### src/rtl/vga_timing_pattern.sv
// -----------------------------------------------------------------------------
// vga_timing_pattern
//   VGA timing generator with a runtime-selectable test-pattern engine. Runs in
//   the pixel clock domain and produces registered colour, sync and blank
//   signals for vga2dvid. It also reports pixel coordinates and a frame counter,
//   and gives a one-cycle strobe on pixel (0,0).
//
// Ports:
//   clk_pixel    in   pixel clock
//   reset        in   asynchronous, active-high
//   enable       in   1 = pattern, 0 = black active video (sampled per frame)
//   pattern_sel  in   0 bars, 1 checker, 2 gradient, 3 bouncing box
//   vga_r/g/b    out  8-bit colour components (0 while blanked)
//   vga_hsync    out  horizontal sync at C_hsync_polarity when asserted
//   vga_vsync    out  vertical sync at C_vsync_polarity when asserted
//   vga_blank    out  1 outside the active area
//   x, y         out  coordinates of the pixel currently on the outputs
//   frame_start  out  one-cycle pulse together with pixel (0,0)
//   frame_count  out  frames completed since reset, wraps 255 -> 0
// -----------------------------------------------------------------------------
module vga_timing_pattern #(
    parameter int C_resolution_x      = 640,
    parameter int C_hsync_front_porch = 16,
    parameter int C_hsync_pulse       = 96,
    parameter int C_hsync_back_porch  = 48,
    parameter int C_resolution_y      = 480,
    parameter int C_vsync_front_porch = 10,
    parameter int C_vsync_pulse       = 2,
    parameter int C_vsync_back_porch  = 33,
    parameter bit C_hsync_polarity    = 1'b0,
    parameter bit C_vsync_polarity    = 1'b0,
    parameter int C_check_log2        = 4,
    parameter int C_box               = 32,
    parameter int C_bits_x            = 12,
    parameter int C_bits_y            = 11
) (
    input  logic                clk_pixel,
    input  logic                reset,
    input  logic                enable,
    input  logic [1:0]          pattern_sel,
    output logic [7:0]          vga_r,
    output logic [7:0]          vga_g,
    output logic [7:0]          vga_b,
    output logic                vga_hsync,
    output logic                vga_vsync,
    output logic                vga_blank,
    output logic [C_bits_x-1:0] x,
    output logic [C_bits_y-1:0] y,
    output logic                frame_start,
    output logic [7:0]          frame_count
);

    typedef enum logic [1:0] {PAT_BARS, PAT_CHECK, PAT_GRAD, PAT_BOX} pattern_e;

    localparam int H_TOTAL = C_resolution_x + C_hsync_front_porch + C_hsync_pulse + C_hsync_back_porch;
    localparam int V_TOTAL = C_resolution_y + C_vsync_front_porch + C_vsync_pulse + C_vsync_back_porch;

    localparam logic [C_bits_x-1:0] H_LAST    = C_bits_x'(H_TOTAL - 1);
    localparam logic [C_bits_x-1:0] H_ACT     = C_bits_x'(C_resolution_x);
    localparam logic [C_bits_x-1:0] H_SS      = C_bits_x'(C_resolution_x + C_hsync_front_porch);
    localparam logic [C_bits_x-1:0] H_SE      = C_bits_x'(C_resolution_x + C_hsync_front_porch + C_hsync_pulse);
    localparam logic [C_bits_x-1:0] BAR_LAST  = C_bits_x'(C_resolution_x / 8 - 1);
    localparam logic [C_bits_x-1:0] BOX_X     = C_bits_x'(C_box);
    localparam logic [C_bits_x-1:0] BOX_MAX_X = C_bits_x'(C_resolution_x - C_box);
    localparam logic [C_bits_x-1:0] ONE_X     = C_bits_x'(1);

    localparam logic [C_bits_y-1:0] V_LAST    = C_bits_y'(V_TOTAL - 1);
    localparam logic [C_bits_y-1:0] V_ACT     = C_bits_y'(C_resolution_y);
    localparam logic [C_bits_y-1:0] V_SS      = C_bits_y'(C_resolution_y + C_vsync_front_porch);
    localparam logic [C_bits_y-1:0] V_SE      = C_bits_y'(C_resolution_y + C_vsync_front_porch + C_vsync_pulse);
    localparam logic [C_bits_y-1:0] BOX_Y     = C_bits_y'(C_box);
    localparam logic [C_bits_y-1:0] BOX_MAX_Y = C_bits_y'(C_resolution_y - C_box);
    localparam logic [C_bits_y-1:0] ONE_Y     = C_bits_y'(1);

    // Raster and per-frame state
    logic [C_bits_x-1:0] cx_q, cx_d;
    logic [C_bits_y-1:0] cy_q, cy_d;
    logic [C_bits_x-1:0] bar_cnt_q, bar_cnt_d;
    logic [2:0]          bar_idx_q, bar_idx_d;
    logic                first_q, first_d;
    logic [7:0]          fc_q, fc_d;
    pattern_e            pat_q, pat_d;
    logic                en_q, en_d;
    logic [C_bits_x-1:0] bx_q, bx_d;
    logic [C_bits_y-1:0] by_q, by_d;
    logic                bx_neg_q, bx_neg_d;   // 1 = box moving towards x = 0
    logic                by_neg_q, by_neg_d;

    // Registered outputs
    logic [23:0]         rgb_q, rgb_d;
    logic                hs_q, vs_q, blank_q, fs_q;
    logic [C_bits_x-1:0] x_q;
    logic [C_bits_y-1:0] y_q;

    logic frame_edge, active, hs_on, vs_on, in_box;

    assign frame_edge = (cx_q == '0) && (cy_q == '0);
    assign active     = (cx_q < H_ACT) && (cy_q < V_ACT);
    assign hs_on      = (cx_q >= H_SS) && (cx_q < H_SE);
    assign vs_on      = (cy_q >= V_SS) && (cy_q < V_SE);

    // Next-state for raster, bar tracker and per-frame state. The *_d values
    // of the per-frame registers are the ones in force for the current frame,
    // so pixel (0,0) already sees the freshly sampled pattern, count and box.
    always_comb begin
        // NOTE: every signal gets a default before any branch, so no latch can be inferred.
        cx_d      = cx_q + ONE_X;
        cy_d      = cy_q;
        bar_cnt_d = bar_cnt_q + ONE_X;
        bar_idx_d = bar_idx_q;
        first_d   = first_q;
        fc_d      = fc_q;
        pat_d     = pat_q;
        en_d      = en_q;
        bx_d      = bx_q;
        by_d      = by_q;
        bx_neg_d  = bx_neg_q;
        by_neg_d  = by_neg_q;

        if (cx_q == H_LAST) begin
            cx_d      = '0;
            cy_d      = (cy_q == V_LAST) ? '0 : cy_q + ONE_Y;
            bar_cnt_d = '0;
            bar_idx_d = '0;
        end else if (bar_cnt_q == BAR_LAST) begin
            bar_cnt_d = '0;
            bar_idx_d = bar_idx_q + 3'd1;
        end

        if (frame_edge) begin
            pat_d   = pattern_e'(pattern_sel);
            en_d    = enable;
            first_d = 1'b0;
            // The first frame after reset shows count 0 and the box at (0,0).
            if (!first_q) begin
                fc_d = fc_q + 8'd1;
                if (!bx_neg_q) begin
                    if (bx_q == BOX_MAX_X) begin bx_neg_d = 1'b1; bx_d = bx_q - ONE_X; end
                    else                          bx_d = bx_q + ONE_X;
                end else begin
                    if (bx_q == '0) begin bx_neg_d = 1'b0; bx_d = bx_q + ONE_X; end
                    else                   bx_d = bx_q - ONE_X;
                end
                if (!by_neg_q) begin
                    if (by_q == BOX_MAX_Y) begin by_neg_d = 1'b1; by_d = by_q - ONE_Y; end
                    else                          by_d = by_q + ONE_Y;
                end else begin
                    if (by_q == '0) begin by_neg_d = 1'b0; by_d = by_q + ONE_Y; end
                    else                   by_d = by_q - ONE_Y;
                end
            end
        end
    end

    assign in_box = (cx_q >= bx_d) && (cx_q < bx_d + BOX_X) &&
                    (cy_q >= by_d) && (cy_q < by_d + BOX_Y);

    // Pixel colour for the current raster position.
    always_comb begin
        rgb_d = '0;
        if (active && en_d) begin
            unique case (pat_d)
                // White, yellow, cyan, green, magenta, red, blue, black:
                // each component is an inverted bit of the bar index.
                PAT_BARS:  rgb_d = {{8{~bar_idx_q[1]}}, {8{~bar_idx_q[2]}}, {8{~bar_idx_q[0]}}};
                PAT_CHECK: rgb_d = (cx_q[C_check_log2] ^ cy_q[C_check_log2]) ? 24'hFFFFFF : 24'h000000;
                PAT_GRAD:  rgb_d = {cx_q[7:0], cy_q[7:0], fc_d};
                PAT_BOX:   rgb_d = in_box ? 24'hFFFFFF : 24'h000080;
            endcase
        end
    end

    always_ff @(posedge clk_pixel or posedge reset) begin
        if (reset) begin
            cx_q      <= '0;
            cy_q      <= '0;
            bar_cnt_q <= '0;
            bar_idx_q <= '0;
            first_q   <= 1'b1;
            fc_q      <= '0;
            pat_q     <= PAT_BARS;
            en_q      <= 1'b0;
            bx_q      <= '0;
            by_q      <= '0;
            bx_neg_q  <= 1'b0;
            by_neg_q  <= 1'b0;
            rgb_q     <= '0;
            hs_q      <= ~C_hsync_polarity;
            vs_q      <= ~C_vsync_polarity;
            blank_q   <= 1'b1;
            fs_q      <= 1'b0;
            x_q       <= '0;
            y_q       <= '0;
        end else begin
            // NOTE: non-blocking assignments so every register samples pre-edge values.
            cx_q      <= cx_d;
            cy_q      <= cy_d;
            bar_cnt_q <= bar_cnt_d;
            bar_idx_q <= bar_idx_d;
            first_q   <= first_d;
            fc_q      <= fc_d;
            pat_q     <= pat_d;
            en_q      <= en_d;
            bx_q      <= bx_d;
            by_q      <= by_d;
            bx_neg_q  <= bx_neg_d;
            by_neg_q  <= by_neg_d;
            rgb_q     <= rgb_d;
            hs_q      <= hs_on ? C_hsync_polarity : ~C_hsync_polarity;
            vs_q      <= vs_on ? C_vsync_polarity : ~C_vsync_polarity;
            blank_q   <= ~active;
            fs_q      <= frame_edge;
            x_q       <= cx_q;
            y_q       <= cy_q;
        end
    end

    assign vga_r       = rgb_q[23:16];
    assign vga_g       = rgb_q[15:8];
    assign vga_b       = rgb_q[7:0];
    assign vga_hsync   = hs_q;
    assign vga_vsync   = vs_q;
    assign vga_blank   = blank_q;
    assign x           = x_q;
    assign y           = y_q;
    assign frame_start = fs_q;
    assign frame_count = fc_q;

endmodule

### config.mk
export PLATFORM = sky130hd
export DESIGN_NAME = vga_timing_pattern
export DESIGN_NICKNAME = d
export VERILOG_FILES = /design/src/rtl/vga_timing_pattern.sv
export SDC_FILE = /design/constraint.sdc
export NUM_CORES = 1
export LEC_CHECK = 0
export BUFFER_PORTS_ARGS = -buffer_cell sky130_fd_sc_hd__buf_2
export CORE_UTILIZATION = 55
export CTS_CLUSTER_SIZE = 10
export DETAILED_ROUTE_END_ITERATION = 8
export GPL_ROUTABILITY_DRIVEN = 0
export PLACE_DENSITY = 0.79
export SYNTH_ARGS = -nofsm -noshare
export SYNTH_HDL_FRONTEND = slang
export SYNTH_SLANG_ARGS = --single-unit
export TNS_END_PERCENT = 1
### constraint.sdc
create_clock -name clk_pixel -period 6.5 [get_ports clk_pixel]
set_input_delay 1.3 -clock clk_pixel [delete_from_list [all_inputs] [get_ports clk_pixel]]
set_output_delay 1.3 -clock clk_pixel [all_outputs]
set_load 0.05 [all_outputs]
==> results of run 1 <==
-- synth_stat cells (all sizes together) (12+ instances only) --
| cell type | n | area (um^2) |
|---|---|---|
| nor3 | 12 | 60.1 |
| ha | 51 | 638 |
| inv | 42 | 158 |
| nand3 | 37 | 185 |
| nand2 | 66 | 248 |
| a21oi | 35 | 175 |
| nand4 | 24 | 150 |
| nor2 | 56 | 210 |
| xnor2 | 41 | 359 |
| o21ai | 16 | 80.1 |
| clkbuf | 20 | 75.1 |
| xor2 | 26 | 235 |
| dfrtp | 122 | 3050 |
-- per-stage QoR --
step                      std cells  hold WS (ns)   util  total power (W)
after global placement          862         0.436  0.613         0.000880
after CTS                       894         0.465  0.662          0.00180
after floorplan                 676         0.378      -         0.000862
after global routing            894         0.493  0.662          0.00184
after detailed placement        862         0.459  0.613         0.000880
final                           894         0.460  0.662          0.00179
-- routing by layer --
metal,part of all wire,vias to the layer above,track usage
li1,-,2506,-
met1,0.44,2609,0.363
met2,0.46,218,0.417
met3,0.068,50,0.0767
met4,0.034,0,0.127
met5,0,-,0
-- final cells by class --
class                   count  area [um^2]  area share
clock buffers              22          464      0.0601
clock inverters            10          114      0.0147
inverters                  42          160      0.0207
multi-input cells         484         3300       0.428
flip-flops and latches    126         3160       0.409
well taps                 143          179      0.0232
repair buffers             67          345      0.0447
-- worst reg2reg max path: stages (launching register included) --
cell and delay [ns]:
dfrtp_1 0.45, inv_1 0.11, ha_1 0.14, nor4b_1 0.55
nor4b_4 0.51, and2_1 0.47, nand4_1 0.14, o41ai_1 0.12
xnor2_1 0.21, inv_1 0.14, ha_1 0.20, nor3b_1 0.29
xnor2_1 0.18, ha_1 0.27, a21o_1 0.18, a21oi_1 0.16
o22ai_1 0.11, nor4_1 0.18, nand4_1 0.12, nor3_1 0.20
a31oi_2 0.12, buf_4 0.24, a21oi_1 0.18
-- flip-flops by register name, indices dropped and copies added (netlist names), 2 cells and up --
| register | flops |
|---|---|
| rgb_q | 24 |
| cx_q | 12 |
| frame_count | 8 |
| bx_q | 12 |
| bar_idx_q | 3 |
| bar_cnt_q | 12 |
| y | 11 |
| by_q | 11 |
| cy_q | 11 |
| x | 12 |
| pat_q | 2 |
-- kinds of logic (layout without fill, tap and decap cells) --
group                    count (synthesis)  after routing  synth area share
AO/OA/AOI/OAI                           99             99            0.0979
XOR/XNOR                                67             67            0.0885
adder cells (fa/ha/maj)                 51             51            0.0951
buffers and inverters                   66            141            0.0382
flip-flops                             126            126             0.470
multiplexers                             6              6           0.00913
AND/OR/NAND/NOR                        261            261             0.201
-- path summary, 6_finish.rpt --
check                      slack (ns)  depth (start not counted)          from           end
max                              1.13                         22       cx_q[0]     rgb_q[19]
min                              0.46                          1  bar_cnt_q[0]  bar_cnt_q[0]
max reg2reg                      1.13                         22       cx_q[0]     rgb_q[19]
min reg2reg                      0.46                          1  bar_cnt_q[0]  bar_cnt_q[0]
max in group asynchronous        4.21                          3         reset          y[9]
min in group asynchronous        0.99                          2         reset      rgb_q[8]
-- report_power, final --
group	switching, W	internal, W
logic	0.0000589	0.0000114
registers	0.00000243	0.000794
clock network	0.000340	0.000582
==> flow_summary.json, run 1 <==
{
  "status": "completed",
  "timing.slew.headroom": 0.314,
  "period_share": 0.827,
  "final_antenna_net_count": 0,
  "synth-seq-cells": 126,
  "grt_antenna_before_repair": 0,
  "synth_area_um2": 6710,
  "rsz0062_at_grt": "false",
  "syn2layout_area_growth_pct": 15.1,
  "cts_root_buf": "clkbuf_16",
  "cts.sinks": 126,
  "postSynthCellCount": 676,
  "grt_usage": 0.273,
  "cp.buffers_inverters": 3,
  "clk_latency_ns": 0.42,
  "synth_edf_count": 0,
  "finalHoldViolCount": 0,
  "ctsHtreeMaxLevel": 4,
  "final_common_cell": "dfrtp_1",
  "fillers": 867,
  "wl_per_cell_um": 17.8,
  "cts_resized": 0,
  "cap_violations": 0,
  "synth_nets": 732,
  "crit_path_frequent_cell": "ha_1",
  "core_um2": 11700,
  "dpl.hpwl_um": 11100,
  "avgSynthCellArea_um2": 9.93,
  "skew_ns": 0.00638,
  "ir_drop_v": 0.000235,
  "worst_pin_slew_ns": 1.01,
  "critPathMaxStageDelay_ns": 0.55,
  "layout_common_cells": "122 x dfrtp_1, 66 x nand2_1, 63 x buf_2, 56 x nor2_1, 51 x ha_1",
  "cp_max_fo": 23,
  "cts_buffer_depth": 2,
  "holdCritPathClass": "reg2reg",
  "async_reset_ff_frac": 1.00,
  "grt_pass1_wl_um": 26700,
  "pre_cts_ws_ns": 1.32,
  "dieArea_um2": 12700,
  "numCtsBuffers": 17,
  "cp-end-kind": "flop",
  "cp_top_family": "simple AND/OR/NAND/NOR gates",
  "initial_core_util": 0.576,
  "tns_ns": 0,
  "fmax_mhz": 186,
  "boundaryPins": 64,
  "crit_slowest_cell": "nor4b_1",
  "final_cell_area_um2": 7720,
  "drt_first_iter_violations": 355,
  "cts_tree": "yes",
  "ys_types": 60,
  "crit_arrival_ns": 5.71,
  "drv_slew": 0,
  "vias": 5383,
  "die_y_um": 112,
  "nets": 794,
  "first_pass_iters": 5,
  "grt_max_degree": 68,
  "critPathKind": "reg2reg",
  "place_area_um2": 7150,
  "drt-vias-per-instance": 6.02,
  "setup_slack_ns": 1.13,
  "final.min_clock_period_ns": 5.37,
  "yosys_most_used_dff": "dfrtp_1",
  "drive_above_1_share": 0.153,
  "n_antenna_cell": 0,
  "p_leak_nw": 3.75,
  "power_density_nw_per_um2": 232,
  "setup_violations": 0,
  "fp-row-count": 39,
  "portBuffers": 63,
  "drc": 0,
  "wl_um": 15900,
  "overflow": 0,
  "grt_pass1_vias": 5355,
  "cp_data_required_time_ns": 6.84,
  "cp-start-kind": "flop",
  "ys_seq_area_frac": 0.470,
  "cts_hold_buf": 0,
  "cts.clk_slew.worst_paths_ns": 0.06,
  "post_cts_buffers": 0,
  "yosysWarnings": 0,
  "path_cells": "inv_1 > ha_1 > nor4b_1 > nor4b_4 > and2_1 > nand4_1 > o41ai_1 > xnor2_1 > inv_1 > ha_1 > nor3b_1 > xnor2_1 > ha_1 > a21o_1 > a21oi_1 > o22ai_1 > nor4_1 > nand4_1 > nor3_1 > a31oi_2 > buf_4 > a21oi_1",
  "die_width_um": 112
}
Note: power is estimated with default switching activity, not from simulation.
==> run 2, diff against run 1 <==
--- a/config.mk
+++ b/config.mk
@@ -6,11 +6,11 @@
 export NUM_CORES = 1
 export LEC_CHECK = 0
 export BUFFER_PORTS_ARGS = -buffer_cell sky130_fd_sc_hd__buf_2
-export CORE_UTILIZATION = 55
+export CORE_UTILIZATION = 54
 export CTS_CLUSTER_SIZE = 10
 export DETAILED_ROUTE_END_ITERATION = 8
 export GPL_ROUTABILITY_DRIVEN = 0
-export PLACE_DENSITY = 0.79
+export PLACE_DENSITY = 0.81
 export SYNTH_ARGS = -nofsm -noshare
 export SYNTH_HDL_FRONTEND = slang
 export SYNTH_SLANG_ARGS = --single-unit
==> constraint.sdc (replaced) <==
create_clock -name clk_pixel -period 4.87 [get_ports clk_pixel]
set_input_delay 0.974 -clock clk_pixel [delete_from_list [all_inputs] [get_ports clk_pixel]]
set_output_delay 0.974 -clock clk_pixel [all_outputs]
set_load 0.05 [all_outputs]
==> run 2 against run 1 <==
Net effect:
- via count increased by 7.1%
- critical endpoint is now rgb_q[6]
- critical path type unchanged
- largest power group unchanged
- critical path depth decreased by 4
- count of clock-buffer cells in the layout decreased by 2
- clock power increased by 48%
==> flow_summary.json, run 2 (synthesis results as in run 1) <==
{
  "ctsHtreeMaxLevel": 4,
  "final_util": 0.699,
  "ir_drop_v": 0.000254,
  "holdCritPathClass": "reg2reg",
  "status": "completed",
  "pre_cts_ws_ns": 0.0108,
  "top_register": "rgb_q",
  "initial_core_util": 0.557,
  "portBuffers": 63,
  "setup_violations": 0,
  "nets": 840,
  "final_common_cell": "dfrtp_1",
  "cts.clk_slew.worst_paths_ns": 0.06,
  "critPathKind": "reg2reg",
  "wl_per_cell_um": 19.4,
  "cp-end-kind": "flop",
  "cts.sinks": 126,
  "skew_ns": 0.00604,
  "final.min_clock_period_ns": 4.81,
  "die_width_um": 113,
  "grt_pass1_vias": 5582,
  "timing.slew.headroom": 0.245,
  "fillers": 799,
  "cp_max_fo": 20,
  "numCtsBuffers": 17,
  "cap_violations": 0,
  "drt-vias-per-instance": 5.98,
  "layout_common_cells": "120 x dfrtp_1, 65 x nand2_1, 63 x buf_2, 55 x nor2_1, 50 x ha_1",
  "dieArea_um2": 12900,
  "largest_reg_flops": 24,
  "cts_hold_buf": 0,
  "fmax_mhz": 208,
  "wl_um": 18700,
  "layoutNonFillerInstCount": 964,
  "cp-start-kind": "flop",
  "die_y_um": 113,
  "cts_tree": "yes",
  "grt_antenna_before_repair": 0,
  "finalHoldViolCount": 0,
  "core_um2": 12100,
  "whs_ns": 0.468,
  "dpl.hpwl_um": 11600,
  "crit_arrival_ns": 5.14,
  "cts_buffer_depth": 2,
  "n_antenna_cell": 0,
  "period_share": 0.987,
  "drive_above_1_share": 0.255,
  "drc": 0,
  "syn2layout_area_growth_pct": 25.6,
  "overflow": 0,
  "cp_data_required_time_ns": 5.21,
  "final_antenna_net_count": 0,
  "boundaryPins": 64,
  "vias": 5765,
  "clk_latency_ns": 0.43,
  "setup_slack_ns": 0.0622,
  "grt_max_degree": 68,
  "grt_pass1_wl_um": 27900,
  "power_density_nw_per_um2": 299,
  "worst_pin_slew_ns": 1.12,
  "p_leak_nw": 4.10,
  "fp-row-count": 40,
  "first_pass_iters": 6,
  "cts_root_buf": "clkbuf_16",
  "drv_slew": 0,
  "placed_cells": 916,
  "drt_first_iter_violations": 524,
  "grt_usage": 0.283
}
[run 2: cell type report]
type                            instances  area, um^2  share of cell area
Sequential cell                       126        3160               0.375
Clock buffer                           20         467              0.0554
Multi-Input combinational cell        484        3560               0.422
Clock inverter                         11         164              0.0194
Tap cell                              168         210              0.0249
Inverter                               42         160              0.0190
Timing Repair Buffer                  113         709              0.0842
[run 2: repair_timing]
action / CTS / global route
gates resized for setup: 1 / 58
buffers inserted: 2 / 13
hold endpoints to repair: 0 / 0
pin swaps: 2 / 19
gates cloned: 0 / 2
endpoints found under the setup margin: 23 / 23
[run 2: path summary, 6_finish.rpt]
kind | from | to | slack (ns) | depth (start not counted)
worst max-delay path | cx_q[11] | rgb_q[6] | 0.06 | 18
worst min-delay path | bar_cnt_q[0] | bar_cnt_q[0] | 0.47 | 1
worst max register to register | cx_q[11] | rgb_q[6] | 0.06 | 18
worst min register to register | bar_cnt_q[0] | bar_cnt_q[0] | 0.47 | 1
max in group asynchronous | reset | vga_vsync | 3.20 | 3
min in group asynchronous | reset | y[7] | 0.71 | 2
[run 2: report_power, final]
part	switching, W	leakage [nW]	internal [W]	total, W
Clock	0.000468	0.308	0.000890	0.00136
Combinational	0.0000828	2.13	0.0000181	0.000101
Sequential	0.00000417	1.66	0.00106	0.00106
Total	0.000555	4.10	0.00197	0.00252
[run 2: metal layers]
metal | GRT usage | wire (um) | up-vias
li1 | - | - | 2583
met1 | 0.363 | 7450 | 2844
met2 | 0.466 | 9480 | 271
met3 | 0.0632 | 1260 | 67
met4 | 0.114 | 549 | 0
met5 | 0 | 0 | -
[run 2: critical path, stage by stage (launching register included)]
cell,delay (ns)
dfrtp_1,0.37
or4_4,0.58
or4b_4,0.54
or3_4,0.37
buf_8,0.19
a21oi_1,0.18
xnor2_1,0.16
nor2_1,0.22
nor4b_4,0.26
xnor2_1,0.19
ha_1,0.29
a21oi_1,0.16
o22ai_1,0.12
nor4_2,0.15
nand4_1,0.13
nor3_2,0.25
a31oi_4,0.16
buf_6,0.21
a21oi_1,0.16
[run 2: through the flow]
stage               total power [W]  TNS, ns  cell area (um^2)
finish                      0.00252        0              8430
global route                0.00258    -1.68              8430
CTS                         0.00252        0              8050
detailed placement          0.00118        0              7400
global placement            0.00118        0              7400
floorplan                   0.00115        0              6710
==> run 3, diff against run 2 <==
--- a/config.mk
+++ b/config.mk
@@ -7,10 +7,12 @@
 export LEC_CHECK = 0
 export BUFFER_PORTS_ARGS = -buffer_cell sky130_fd_sc_hd__buf_2
 export CORE_UTILIZATION = 54
+export CTS_BUF_LIST = sky130_fd_sc_hd__clkbuf_8 sky130_fd_sc_hd__clkbuf_16
 export CTS_CLUSTER_SIZE = 10
 export DETAILED_ROUTE_END_ITERATION = 8
 export GPL_ROUTABILITY_DRIVEN = 0
 export PLACE_DENSITY = 0.81
+export SETUP_SLACK_MARGIN = 0.4
 export SYNTH_ARGS = -nofsm -noshare
 export SYNTH_HDL_FRONTEND = slang
 export SYNTH_SLANG_ARGS = --single-unit
==> run 3 against run 2 <==
Net effect:
- highest routed layer unchanged
- worst setup slack lost 0.039 ns
- cell count grew 1.9%
- cell area grew 3.1%
- non-clock buffer count grew 17
- global-route usage grew 2.1 points
- combinational power grew 4%
- wire length grew 6.9%
- die area is the same
- hold slack gained 0.015 ns
- largest power group unchanged
- sequential share of layout area shrank 1.1 points
==> flow_summary.json, run 3 (synthesis results as in run 1) <==
{
  "drc": 0,
  "numCtsBuffers": 17,
  "wl_per_cell_um": 20.4,
  "cp_data_required_time_ns": 5.21,
  "fmax_mhz": 206,
  "portBuffers": 63,
  "final_antenna_net_count": 0,
  "setup_violations": 0,
  "p_leak_nw": 4.20,
  "grt_usage": 0.304,
  "boundaryPins": 64,
  "die_width_um": 113,
  "core_um2": 12100,
  "cp-end-kind": "flop",
  "grt_pass1_wl_um": 29800,
  "cts_root_buf": "clkbuf_16",
  "first_pass_iters": 8,
  "ctsHtreeMaxLevel": 4,
  "crit_arrival_ns": 5.19,
  "largest_reg_flops": 24,
  "cts_hold_buf": 0,
  "drt_first_iter_violations": 461,
  "clk_latency_ns": 0.44,
  "cp-start-kind": "flop",
  "rsz0062_at_grt": "true",
  "layout_common_cells": "118 x dfrtp_1, 65 x nand2_1, 63 x buf_2, 60 x buf_4, 54 x nor2_1",
  "cts_buffer_depth": 2,
  "grt_max_degree": 47,
  "place_area_um2": 7420,
  "nets": 857,
  "dieArea_um2": 12900,
  "ir_drop_v": 0.000261,
  "cp_max_fo": 7,
  "grt_pass1_vias": 5814,
  "holdCritPathClass": "reg2reg",
  "cts_tree": "yes",
  "critPathMaxStageDelay_ns": 0.57,
  "vias": 6014,
  "overflow": 0,
  "drive_above_1_share": 0.285,
  "final_common_cell": "dfrtp_1",
  "whs_ns": 0.483,
  "wl_um": 20000,
  "period_share": 0.995,
  "die_y_um": 113,
  "cts.sinks": 126,
  "initial_core_util": 0.557,
  "top_register": "rgb_q",
  "critPathKind": "reg2reg",
  "fp-row-count": 40,
  "cts.clk_slew.worst_paths_ns": 0.06,
  "status": "completed",
  "finalHoldViolCount": 0,
  "skew_ns": 0.0126,
  "drv_slew": 0,
  "cap_violations": 0,
  "final_cell_area_um2": 8690,
  "worst_pin_slew_ns": 1.16,
  "timing.slew.headroom": 0.218,
  "final.min_clock_period_ns": 4.85,
  "syn2layout_area_growth_pct": 29.5,
  "crit_path_frequent_cell": "nand4_1",
  "grt_antenna_before_repair": 0,
  "n_antenna_cell": 0,
  "power_w": 0.00238,
  "dpl.hpwl_um": 11900,
  "drt-vias-per-instance": 6.12,
  "crit_slowest_cell": "or4_4",
  "power_density_nw_per_um2": 274,
  "path_cells": "or4_4 > nor4b_4 > buf_4 > and2_1 > nand4_1 > o41ai_4 > xnor2_2 > inv_1 > ha_2 > buf_4 > nand4b_1 > xnor2_1 > ha_1 > nand4_1 > o22ai_1 > nor4_2 > nand4_1 > nor3_4 > a31oi_4 > buf_6 > a21oi_1"
}
[run 3: changes by cell type in the layout (fill, tap and decap cells not counted), moves of 2 or more]
cell,previous run,this run
a21oi_2,5,8
ha_1,50,48
bufinv_16,4,2
dfrtp_1,120,118
clkbuf_8,3,0
dfrtp_2,2,4
a21oi_1,30,24
inv_1,36,43
buf_4,46,60
ha_4,0,2
inv_2,5,3
a21oi_4,0,3
[run 3: stage by stage]
stage / setup WS [ns] / setup TNS [ns] / utilization / std cells
6_report: 0.0228 / 0 / 0.721 / 982
5_1_grt: -0.145 / -2.47 / 0.721 / 982
3_5_place_dp: -0.106 / -1.22 / 0.615 / 919
3_3_place_gp: 0.0901 / 0 / 0.615 / 919
2_1_floorplan: 0.337 / 0 / - / 676
4_1_cts: 0.268 / 0 / 0.695 / 968
[run 3: layout make-up]
cell class              instances  area, um^2
clock buffers                  17         425
clock inverters                15         134
fillers                       760        3370
inverters                      42         160
multi-input cells             484        3700
flip-flops and latches        126        3160
well taps                     168         210
repair buffers                130         895
[run 3: worst paths after layout]
path | from | end | slack, ns | cells after the start
max reg2reg | cx_q[5] | rgb_q[4] | 0.02 | 21
min | bar_cnt_q[0] | bar_cnt_q[0] | 0.48 | 1
max in group asynchronous | reset | by_q[1] | 3.22 | 3
max | cx_q[5] | rgb_q[4] | 0.02 | 21
min in group asynchronous | reset | rgb_q[13] | 0.61 | 2
min reg2reg | bar_cnt_q[0] | bar_cnt_q[0] | 0.48 | 1
[run 3: where the power goes]
group / switching (W) / leakage [nW] / internal [W] / total (W)
Clock: 0.000477 / 0.285 / 0.000740 / 0.00122
Combinational: 0.0000852 / 2.26 / 0.0000198 / 0.000105
Sequential: 0.00000350 / 1.65 / 0.00106 / 0.00106
[run 3: timing repair]
action,in CTS,in global routing
pin swaps,33,27
endpoints found under the setup margin,23,23
gates cloned,4,1
gates resized for setup,51,40
setup buffers,13,13
[run 3: critical path, delay by kind of cell (launching register included)]
| family | cells | cell delay, ns |
|---|---|---|
| and+or+nand+nor | 9 | 2.14 |
| buffers and inverters | 4 | 0.69 |
| AOI/OAI and AO/OA | 4 | 0.58 |
| adders and majority gates | 2 | 0.51 |
| xor gates and xnor gates | 2 | 0.46 |
| DFF | 1 | 0.37 |
[run 3: metal layers]
| layer | wire, um | track usage | part of all wire | up-vias |
|---|---|---|---|---|
| met1 | 7520 | 0.378 | 0.38 | 2930 |
| met5 | 0 | 0 | 0 | - |
| met2 | 9920 | 0.501 | 0.50 | 351 |
| met4 | 1060 | 0.150 | 0.053 | 0 |
| met3 | 1540 | 0.0696 | 0.077 | 107 |
| li1 | - | - | - | 2626 |
